$ cat src/rtl/pb_key_event_encoder.sv
// pb_key_event_encoder: synchronises and debounces NUM_PB pushbuttons on a
// shared sample tick and queues accepted level changes as key events in a
// small FIFO presented on a valid/ready interface.
// Optional feature macro: PB_RELEASE_EVENTS_EN (queue release events too;
// when undefined only presses are queued and releases just update key_held).
module pb_key_event_encoder #(
    parameter int NUM_PB      = 15,
    parameter int DB_TICK_DIV = 1000,
    parameter int DB_SAMPLES  = 4,
    parameter int FIFO_DEPTH  = 4
) (
    input  logic              hwclk,
    input  logic              r_eset,
    input  logic [NUM_PB-1:0] pb,
    output logic              key_valid,
    input  logic              key_ready,
    output logic [3:0]        key_code,
    output logic              key_press,
    output logic [NUM_PB-1:0] key_held,
    output logic              overflow
);

`ifdef PB_RELEASE_EVENTS_EN
    localparam bit REL_EN = 1'b1;
`else
    localparam bit REL_EN = 1'b0;
`endif

    localparam int PW = (DB_TICK_DIV > 1) ? $clog2(DB_TICK_DIV) : 1;
    localparam int CW = $clog2(DB_SAMPLES + 1);
    localparam int AW = (FIFO_DEPTH > 1) ? $clog2(FIFO_DEPTH) : 1;
    localparam int NW = $clog2(FIFO_DEPTH + 1);

    localparam logic [PW-1:0] TICK_LAST = PW'(DB_TICK_DIV - 1);
    localparam logic [CW-1:0] CNT_LAST  = CW'(DB_SAMPLES - 1);
    localparam logic [NW-1:0] FIFO_FULL = NW'(FIFO_DEPTH);
    localparam logic [AW-1:0] PTR_LAST  = AW'(FIFO_DEPTH - 1);

    // state registers
    logic [NUM_PB-1:0] sync1_q, sync1_d;
    logic [NUM_PB-1:0] sync2_q, sync2_d;   // s_pb
    logic [PW-1:0]     presc_q, presc_d;
    logic [CW-1:0]     cnt_q [NUM_PB];
    logic [CW-1:0]     cnt_d [NUM_PB];
    logic [NUM_PB-1:0] held_q, held_d;
    logic [NUM_PB-1:0] pend_q, pend_d;
    logic [NUM_PB-1:0] pdir_q, pdir_d;
    logic              ovf_q, ovf_d;
    logic [4:0]        mem_q [FIFO_DEPTH];
    logic [4:0]        mem_d [FIFO_DEPTH];
    logic [AW-1:0]     wr_q, wr_d;
    logic [AW-1:0]     rd_q, rd_d;
    logic [NW-1:0]     count_q, count_d;
    logic              key_valid_q, key_valid_d;
    logic [3:0]        key_code_q, key_code_d;
    logic              key_press_q, key_press_d;

    // combinational helpers
    logic              tick_s;
    logic              pop_s;
    logic              found_s;
    logic [3:0]        sel_s;
    logic              push_s;
    logic [4:0]        head_s;

    // Next-state logic: sync, prescaler, debounce, arbiter and FIFO
    always_comb begin
        sync1_d     = pb;
        sync2_d     = sync1_q;
        presc_d     = presc_q;
        held_d      = held_q;
        pend_d      = pend_q;
        pdir_d      = pdir_q;
        ovf_d       = ovf_q;
        wr_d        = wr_q;
        rd_d        = rd_q;
        count_d     = count_q;
        found_s     = 1'b0;
        sel_s       = 4'd0;
        head_s      = 5'd0;
        key_valid_d = 1'b0;
        key_code_d  = 4'd0;
        key_press_d = 1'b0;
        for (int i = 0; i < NUM_PB; i++) begin
            cnt_d[i] = cnt_q[i];
        end
        for (int j = 0; j < FIFO_DEPTH; j++) begin
            mem_d[j] = mem_q[j];
        end

        tick_s = (presc_q == TICK_LAST);
        if (tick_s) begin
            presc_d = '0;
        end else begin
            presc_d = presc_q + PW'(1);
        end

        pop_s = key_valid_q && key_ready;

        // Lowest pending index wins: scan downwards so the last hit is lowest.
        for (int i = NUM_PB - 1; i >= 0; i--) begin
            if (pend_q[i]) begin
                found_s = 1'b1;
                sel_s   = 4'(i);
            end else begin
                found_s = found_s;
            end
        end

        // A full FIFO that is popping this cycle still has room for one push.
        push_s = found_s && ((count_q != FIFO_FULL) || pop_s);
        if (push_s) begin
            pend_d[sel_s] = 1'b0;
            mem_d[wr_q]   = {sel_s, pdir_q[sel_s]};
            wr_d          = (wr_q == PTR_LAST) ? '0 : wr_q + AW'(1);
        end else begin
            wr_d = wr_q;
        end

        if (pop_s) begin
            rd_d = (rd_q == PTR_LAST) ? '0 : rd_q + AW'(1);
        end else begin
            rd_d = rd_q;
        end

        case ({push_s, pop_s})
            2'b10:   count_d = count_q + NW'(1);
            2'b01:   count_d = count_q - NW'(1);
            default: count_d = count_q;
        endcase

        // Debounce: a new acceptance sets pending after the arbiter's clear,
        // so it is never lost; it only counts as a collision when the old
        // event is still sitting in pending and is not leaving this cycle.
        for (int i = 0; i < NUM_PB; i++) begin
            if (tick_s) begin
                if (sync2_q[i] == held_q[i]) begin
                    cnt_d[i] = '0;
                end else if (cnt_q[i] == CNT_LAST) begin
                    held_d[i] = ~held_q[i];
                    cnt_d[i]  = '0;
                    if (REL_EN || !held_q[i]) begin
                        if (pend_q[i] && !(push_s && (sel_s == 4'(i)))) begin
                            ovf_d = 1'b1;
                        end else begin
                            ovf_d = ovf_d;
                        end
                        pend_d[i] = 1'b1;
                        pdir_d[i] = ~held_q[i];
                    end else begin
                        pend_d[i] = pend_d[i];
                    end
                end else begin
                    cnt_d[i] = cnt_q[i] + CW'(1);
                end
            end else begin
                cnt_d[i] = cnt_q[i];
            end
        end

        // Outputs are registered from the next head entry.
        key_valid_d = (count_d != '0);
        head_s      = mem_d[rd_d];
        if (key_valid_d) begin
            key_code_d  = head_s[4:1];
            key_press_d = head_s[0];
        end else begin
            key_code_d  = 4'd0;
            key_press_d = 1'b0;
        end
    end

    // State update with synchronous active-high reset
    always_ff @(posedge hwclk) begin
        if (r_eset) begin
            sync1_q     <= '0;
            sync2_q     <= '0;
            presc_q     <= '0;
            held_q      <= '0;
            pend_q      <= '0;
            pdir_q      <= '0;
            ovf_q       <= 1'b0;
            wr_q        <= '0;
            rd_q        <= '0;
            count_q     <= '0;
            key_valid_q <= 1'b0;
            key_code_q  <= 4'd0;
            key_press_q <= 1'b0;
            for (int i = 0; i < NUM_PB; i++) begin
                cnt_q[i] <= '0;
            end
            for (int j = 0; j < FIFO_DEPTH; j++) begin
                mem_q[j] <= 5'd0;
            end
        end else begin
            sync1_q     <= sync1_d;
            sync2_q     <= sync2_d;
            presc_q     <= presc_d;
            held_q      <= held_d;
            pend_q      <= pend_d;
            pdir_q      <= pdir_d;
            ovf_q       <= ovf_d;
            wr_q        <= wr_d;
            rd_q        <= rd_d;
            count_q     <= count_d;
            key_valid_q <= key_valid_d;
            key_code_q  <= key_code_d;
            key_press_q <= key_press_d;
            for (int i = 0; i < NUM_PB; i++) begin
                cnt_q[i] <= cnt_d[i];
            end
            for (int j = 0; j < FIFO_DEPTH; j++) begin
                mem_q[j] <= mem_d[j];
            end
        end
    end

    assign key_valid = key_valid_q;
    assign key_code  = key_code_q;
    assign key_press = key_press_q;
    assign key_held  = held_q;
    assign overflow  = ovf_q;

endmodule
$ cat config.mk
export PLATFORM = sky130hd
export DESIGN_NAME = pb_key_event_encoder
export DESIGN_NICKNAME = d
export VERILOG_FILES = /design/src/rtl/pb_key_event_encoder.sv
export SDC_FILE = /design/constraint.sdc
export NUM_CORES = 1
export LEC_CHECK = 0
export ABC_AREA = 1
export CORE_MARGIN = 3
export CORE_UTILIZATION = 56
export CTS_BUF_LIST = sky130_fd_sc_hd__clkbuf_4 sky130_fd_sc_hd__clkbuf_8
export DETAILED_ROUTE_END_ITERATION = 10
export PLACE_DENSITY_LB_ADDON = 0.12
export SLEW_MARGIN = 20
export SYNTH_ARGS = -nofsm -noshare
export SYNTH_HDL_FRONTEND = slang
export SYNTH_SLANG_ARGS = --single-unit
$ cat constraint.sdc
create_clock -name hwclk -period 2.17 [get_ports hwclk]
set_input_delay 0.217 -clock hwclk [delete_from_list [all_inputs] [get_ports hwclk]]
set_output_delay 0.217 -clock hwclk [all_outputs]
set_load 0.03 [all_outputs]
; After elaboration in Yosys (flattened, before gate mapping)
; Memories as Yosys holds them, arrays and structs flattened.
; Cells that the tools add are included.
; Widths: inputs -> output; s select.
[op_classes]
add_sub_neg = 20
n_mul = 0
div = 0
n_lt_le_gt_ge = 5
n_eq_ne = 50
shifts = 0
n_mux = 248
bitwise_logic = 54
n_reduce_logical = 84
[op_table]
columns = operator, n
row1 = $mux 3, 60
row2 = $mux 1, 155
row3 = $mux 4, 15
row4 = $reduce_and 4->1, 15
row5 = $add 3x1->3 const B, 16
row6 = $eq 3x2->1 const B, 15
row7 = $reduce_and 3->1, 15
row8 = $mux 5, 7
row9 = $logic_and 1x1->1, 34
row10 = $not 1->1, 31
row11 = $eq 4x4->1 const B, 7
row12 = $bwmux 20, 1
row13 = $mux 20, 1
row14 = $or 1x1->1, 19
row15 = $eq 4x3->1 const B, 4
row16 = $and 15x15->15, 1
row17 = $eq 1x1->1, 15
row18 = $logic_not 1->1, 15
row19 = $mux 15, 1
row20 = $not 15->15, 1
row21 = $add 10x1->10 const B, 1
row22 = $bmux 5 s2, 1
row23 = $demux 5 s2, 1
row24 = $eq 10x10->1 const B, 1
row25 = other kinds (20), 29
[totals]
register_bits = 99
latchBits = 0
ram_bits = 65
romBits = 0
in_bits = 18
output_inout_bits = 22
elab_cells = 504
memories = 2
[mem_list]
columns = name, words, word_bits, rd, rd_ports_with_merged_regs, wr, line_no
row1 = cnt_q, 15, 3, 15, 0, 15, 43  ; logic [CW-1:0] cnt_q [NUM_PB];
row2 = mem_q, 4, 5, 4, 0, 4, 49  ; logic [4:0] mem_q [FIFO_DEPTH];

; Logic depth before layout (Yosys ltp)
[depth]
word_depth = 94
mapped_depth = 24

; Worst setup path after synthesis
; Ideal clock, no wire load.
[synth_timing]
path_kind = flip-flop to flip-flop
from = register pend_q[8]
to = register key_code_q[2], in the netlist key_code[2]
arrival_time_ns = 2.147
setup_slack_ns = -0.086
path_stages_with_launch = 15
path_buffers = 0
synth_period_minus_slack_ns = 2.256
cell_sequence = dfxtp_1 > nor2_1 > nand3_1 > nor4_2 > nand2_1 > nor2_1 > inv_1 > fa_1 > o21ai_1 > xor2_1 > nor2_1 > nor3_4 > inv_2 > nand2_1 > inv_1
[synth_between]
elab_chain_len = 15
word_cells_on_any_way = 30
[synth_rtl]
columns = element, line_no
row1 = start: declaration, 46  ; logic [NUM_PB-1:0] pend_q, pend_d;
row2 = start signal: assignment, 200  ; pend_q <= pend_d;
row3 = $mux 1 (9 in a row), 102  ; if (pend_q[i]) begin
row4 = $logic_and 1x1->1, 111  ; push_s = found_s && ((count_q != FIFO_FULL) || pop_s);
row5 = $eq 2x1->1 or $eq 2x2->1 (tied branches), 126  ; case ({push_s, pop_s})
row6 = $pmux 3 s2, 126
row7 = $reduce_bool 3->1, 162  ; key_valid_d = (count_d != '0);
row8 = $not 1->1 (no source line), n/a
row9 = $reduce_or 2->1 (no source line), n/a
row10 = end signal: assignment, 207  ; key_code_q <= key_code_d;
row11 = end: declaration, 55  ; logic [3:0] key_code_q, key_code_d;
; Several ways; a longest one is shown, not always the timed one. The select of a mux whose other input is x is not followed.
; A chain may end at the register's enable or synchronous reset.

; Final worst setup path
[layout_timing]
from = register pend_q[12]
to = register key_press_q, in the netlist key_press
[layout_between]
elab_chain_len = 20
word_cells_on_any_way = 40
[layout_rtl]
columns = element, line_no
row1 = $mux 4 (13 in a row), 102
row2 = $bmux 1 s4, 114  ; mem_d[wr_q] = {sel_s, pdir_q[sel_s]};
row3 = $mux 1 (implied by the code), 114
row4 = $bwmux 20, 114
row5 = $mux 20, 112  ; if (push_s) begin
row6 = $bmux 5 s2, 163  ; head_s = mem_d[rd_d];
row7 = $mux 5 (implied by the code) (2 in a row), 163
row8 = end signal: assignment, 208  ; key_press_q <= key_press_d;
row9 = end: declaration, 56  ; logic key_press_q, key_press_d;
; Several ways; a longest one is shown, not always the timed one. The select of a mux whose other input is x is not followed.

==> load_flow_metrics.sql <==
INSERT INTO impl_metrics (metric_group, metric, value, unit) VALUES
('outcome', 'run_status', 'finished, violations left', ''),
('outcome', 'failing_checks', 'negative setup slack', ''),
('sta', 'totalNegativeSetupSlack', '-0.933', 'ns'),
('sta', 'hold_viol', '0', ''),
('sta', 'skew', '0.00975', 'ns'),
('place', 'post-dp-hpwl', '11.6', 'mm'),
('worst_setup_path', 'critical_path.n_buffers_inverters', '1', ''),
('power', 'switching_share', '26.9', '%'),
('routing', 'detail_route.wirelength.met1', '7.05', 'mm'),
('clock_network', 'cts.sink_count', '164', ''),
('synth', 'synth_seq_area_share', '47.2', '%'),
('worst_setup_path', 'setup.worst_path.start_class', 'flop', ''),
('grt', 'track_usage', '23.8', '%'),
('synth', 'synthFlopType', 'sky130_fd_sc_hd__dfxtp_1', ''),
('worst_setup_path', 'crit_path_top_delay_cell', 'sky130_fd_sc_hd__dfxtp_4', ''),
('routing', 'wl_per_cell', '13.6', 'um'),
('synth', 'asyncSetResetFlopFracSynth', '0', '%'),
('layout', 'drive_above_1_share', '19.6', '%'),
('flow_run', 'maxCapViolCount', '0', ''),
('routing', 'dr.max_layer_used', 'met4', ''),
('synth', 'synth_xor_xnor_area_share', '2.14', '%'),
('sta', 'setup_viol', '10', ''),
('worst_setup_path', 'r2r_setup_slack', '-0.17', 'ns'),
('routing', 'met3_routed_wl', '581', 'um'),
('synth', 'post_synth.cell_area_avg', '7.68', 'um2'),
('synth', 'yosysWarnings', '0', ''),
('synth', 'synth-seq-cells', '164', ''),
('sta', 'max-slew-margin-rel', '72.4', '%'),
('routing', 'detailedRoute.firstIterationViolations', '378', ''),
('sta', 'rsz0062_at_grt', 'yes', ''),
('synth', 'yosys-mux-area-fraction', '0', '%'),
('synth', 'synth_cell_area', '6950', 'um2'),
('routing', 'routed_wirelength', '16.3', 'mm'),
('routing', 'vias_per_cell', '5.17', ''),
('clock_network', 'cts.root.buffer_cell', 'sky130_fd_sc_hd__clkbuf_8', ''),
('routing', 'route.detailed.drc', '0', ''),
('synth', 'syn_inst', '906', ''),
('sta', 'max_freq', '427', 'MHz'),
('power', 'share_of_power_burned_in_the_clock_network', '37.2', '%'),
('clock_network', 'numCtsBuffers', '17', ''),
('floorplan', 'die_area', '13800', 'um2'),
('place', 'post-place-cells', '1149', ''),
('worst_setup_path', 'timing.critical_path.slowest_cell_delay', '0.37', 'ns'),
('worst_setup_path', 'path_max_fanout', '8', ''),
('worst_setup_path', 'crit_start', 'pend_q[12]', ''),
('clock_network', 'max_buffers_root_to_sink', '2', ''),
('routing', 'antenna_violating_nets_post_route', '0', ''),
('sta', 'worst_slack', '-0.172', 'ns'),
('routing', 'detail_route.first_pass.iterations', '6', ''),
('power', 'power_frac_seq', '49.5', '%'),
('floorplan', 'die_w', '117', 'um'),
('worst_setup_path', 'cp-end-kind', 'flop', ''),
('routing', 'routed-wl-met2', '8.25', 'mm'),
('floorplan', 'core-area', '12100', 'um2'),
('grt', 'grt-ovfl-total', '0', ''),
('clock_network', 'worst_setup_hold_path_clk_slew', '0.09', 'ns'),
('synth', 'synth_top_family_by_area', 'simple AND/OR/NAND/NOR gates', ''),
('worst_setup_path', 'timing.critical_path.max_delay_family', 'simple AND/OR/NAND/NOR gates', ''),
('layout', 'layout.core_utilization', '72.3', '%'),
('grt', 'grt_antenna_before_repair', '0', ''),
('floorplan', 'ios', '40', ''),
('synth', 'synth.lib_cells_used.distinct', '47', ''),
('worst_setup_path', 'path_common_cell', 'sky130_fd_sc_hd__nand2_2', ''),
('worst_setup_path', 'criticalPathCategory', 'flop to flop', ''),
('layout', 'final_cells', '1200', ''),
('grt', 'vias_in_the_first_global_route', '6058', ''),
('synth', 'number_of_enable_type_register_cells_in_the_synthesized_netlist', '0', ''),
('synth', 'synth_simple_gate_area_share', '24.5', '%'),
('layout', 'area.growth.synth_to_final', '25.3', '%'),
('synth', 'synth_compound_area_share', '13.0', '%'),
('power', 'power.leakage', '3.65', 'nW');
## power groups by stage
stage / combinational, mW / clock [mW] / sequential, mW
3_3_place_gp: 0.765 / 0 / 3.22
2_1_floorplan: 0.431 / 0 / 3.31
4_1_cts: 0.797 / 2.41 / 3.16
6_report: 0.848 / 2.37 / 3.16
5_1_grt: 0.923 / 2.53 / 3.17
3_5_place_dp: 0.786 / 0 / 3.23
## repair_timing
action | CTS | global route
gates cloned | 0 | 3
hold buffers | 0 | 0
endpoints found under the setup margin | 11 | 27
pin swaps | 22 | 29
buffers inserted | 9 | 7
resized for setup | 26 | 50
## cells by family after synthesis
group	after synthesis
flip-flops	164
AND/OR/NAND/NOR	379
AO/OA/AOI/OAI	157
XOR/XNOR	17
buffers and inverters	167
adder cells (fa/ha/maj)	22
## final cells by class
type | count | share of cell area (%)
Timing Repair inverter | 3 | 0.201
Inverter | 143 | 6.40
Timing Repair Buffer | 115 | 11.4
Clock inverter | 13 | 1.97
Tap cell | 168 | 2.41
Multi-Input combinational cell | 575 | 36.9
Sequential cell | 164 | 37.8
Clock buffer | 19 | 3.00
## layout by cell type (no fill, tap or decap), types with 4 or more instances in the layout
master / n
sky130_fd_sc_hd__clkdlybuf4s50_1: 38
sky130_fd_sc_hd__buf_4: 71
sky130_fd_sc_hd__o21ai_0: 44
sky130_fd_sc_hd__clkinvlp_4: 8
sky130_fd_sc_hd__nand3_1: 31
sky130_fd_sc_hd__xnor2_1: 9
sky130_fd_sc_hd__inv_6: 4
sky130_fd_sc_hd__xor2_1: 8
sky130_fd_sc_hd__o21ai_2: 6
sky130_fd_sc_hd__nand3_2: 9
sky130_fd_sc_hd__clkbuf_8: 19
sky130_fd_sc_hd__o21ai_1: 14
sky130_fd_sc_hd__o41ai_1: 4
sky130_fd_sc_hd__nand2_1: 136
sky130_fd_sc_hd__a21oi_1: 65
sky130_fd_sc_hd__dfxtp_1: 160
sky130_fd_sc_hd__ha_1: 21
sky130_fd_sc_hd__a32o_1: 10
sky130_fd_sc_hd__nand4_1: 16
sky130_fd_sc_hd__buf_6: 5
sky130_fd_sc_hd__nor2_1: 113
sky130_fd_sc_hd__inv_2: 6
sky130_fd_sc_hd__nand2_2: 24
sky130_fd_sc_hd__nor3_1: 8
sky130_fd_sc_hd__nor2_2: 9
sky130_fd_sc_hd__or2_2: 7
sky130_fd_sc_hd__inv_1: 131
## stage by stage
stage          area [um2]  hold slack (ns)  total power, mW  setup slack (ns)
6_report             8720            0.120             6.37            -0.172
5_1_grt              8720            0.115             6.63            -0.287
4_1_cts              8510           0.0933             6.37            -0.195
3_5_place_dp         7930            0.393             4.01            -0.328
3_3_place_gp         7930            0.390             3.99            -0.236
2_1_floorplan        6960            0.313             3.74           -0.0570
## path summary, 6_finish.rpt
kind / end / depth (start not counted)
worst max-delay path: key_press / 24
worst min-delay path: sync2_q[3] / 2
worst min register to register: sync2_q[12] / 2
worst max register to register: key_press / 24
## metal layers
layer  up-vias  GRT usage (%)
met1      2911           27.7
li1       3132              -
met2       127           42.3
met5         -              0
met4         0           10.4
met3        34           4.92
## registers in the layout, indices dropped and copies added (netlist names)
name and cells:
presc_q 10, sync2_q 15, key_held 15, cnt_q 45
key_code 4, pend_q 15, pdir_q 15, key_press 1
overflow 1, sync1_q 15, mem_q 20, count_q 3
rd_q 2, wr_q 2, key_valid 1
## Yosys cell counts, drive strengths merged, types with 7 or more instances
library cell / number / area share [%]
nand2: 165 / 9.6
dfxtp: 164 / 47
inv: 140 / 7.6
nor2: 124 / 6.8
a21oi: 68 / 5.1
o21ai: 64 / 4.8
nand3: 42 / 3.5
ha: 21 / 3.8
clkbuf: 17 / 0.92
nand4: 16 / 1.4
nor3: 11 / 1.0
a32o: 10 / 1.4
or2: 10 / 0.94
xnor2: 9 / 1.1
xor2: 8 / 1.0
buf: 7 / 0.41
Note: power is estimated with default switching activity, not from simulation.
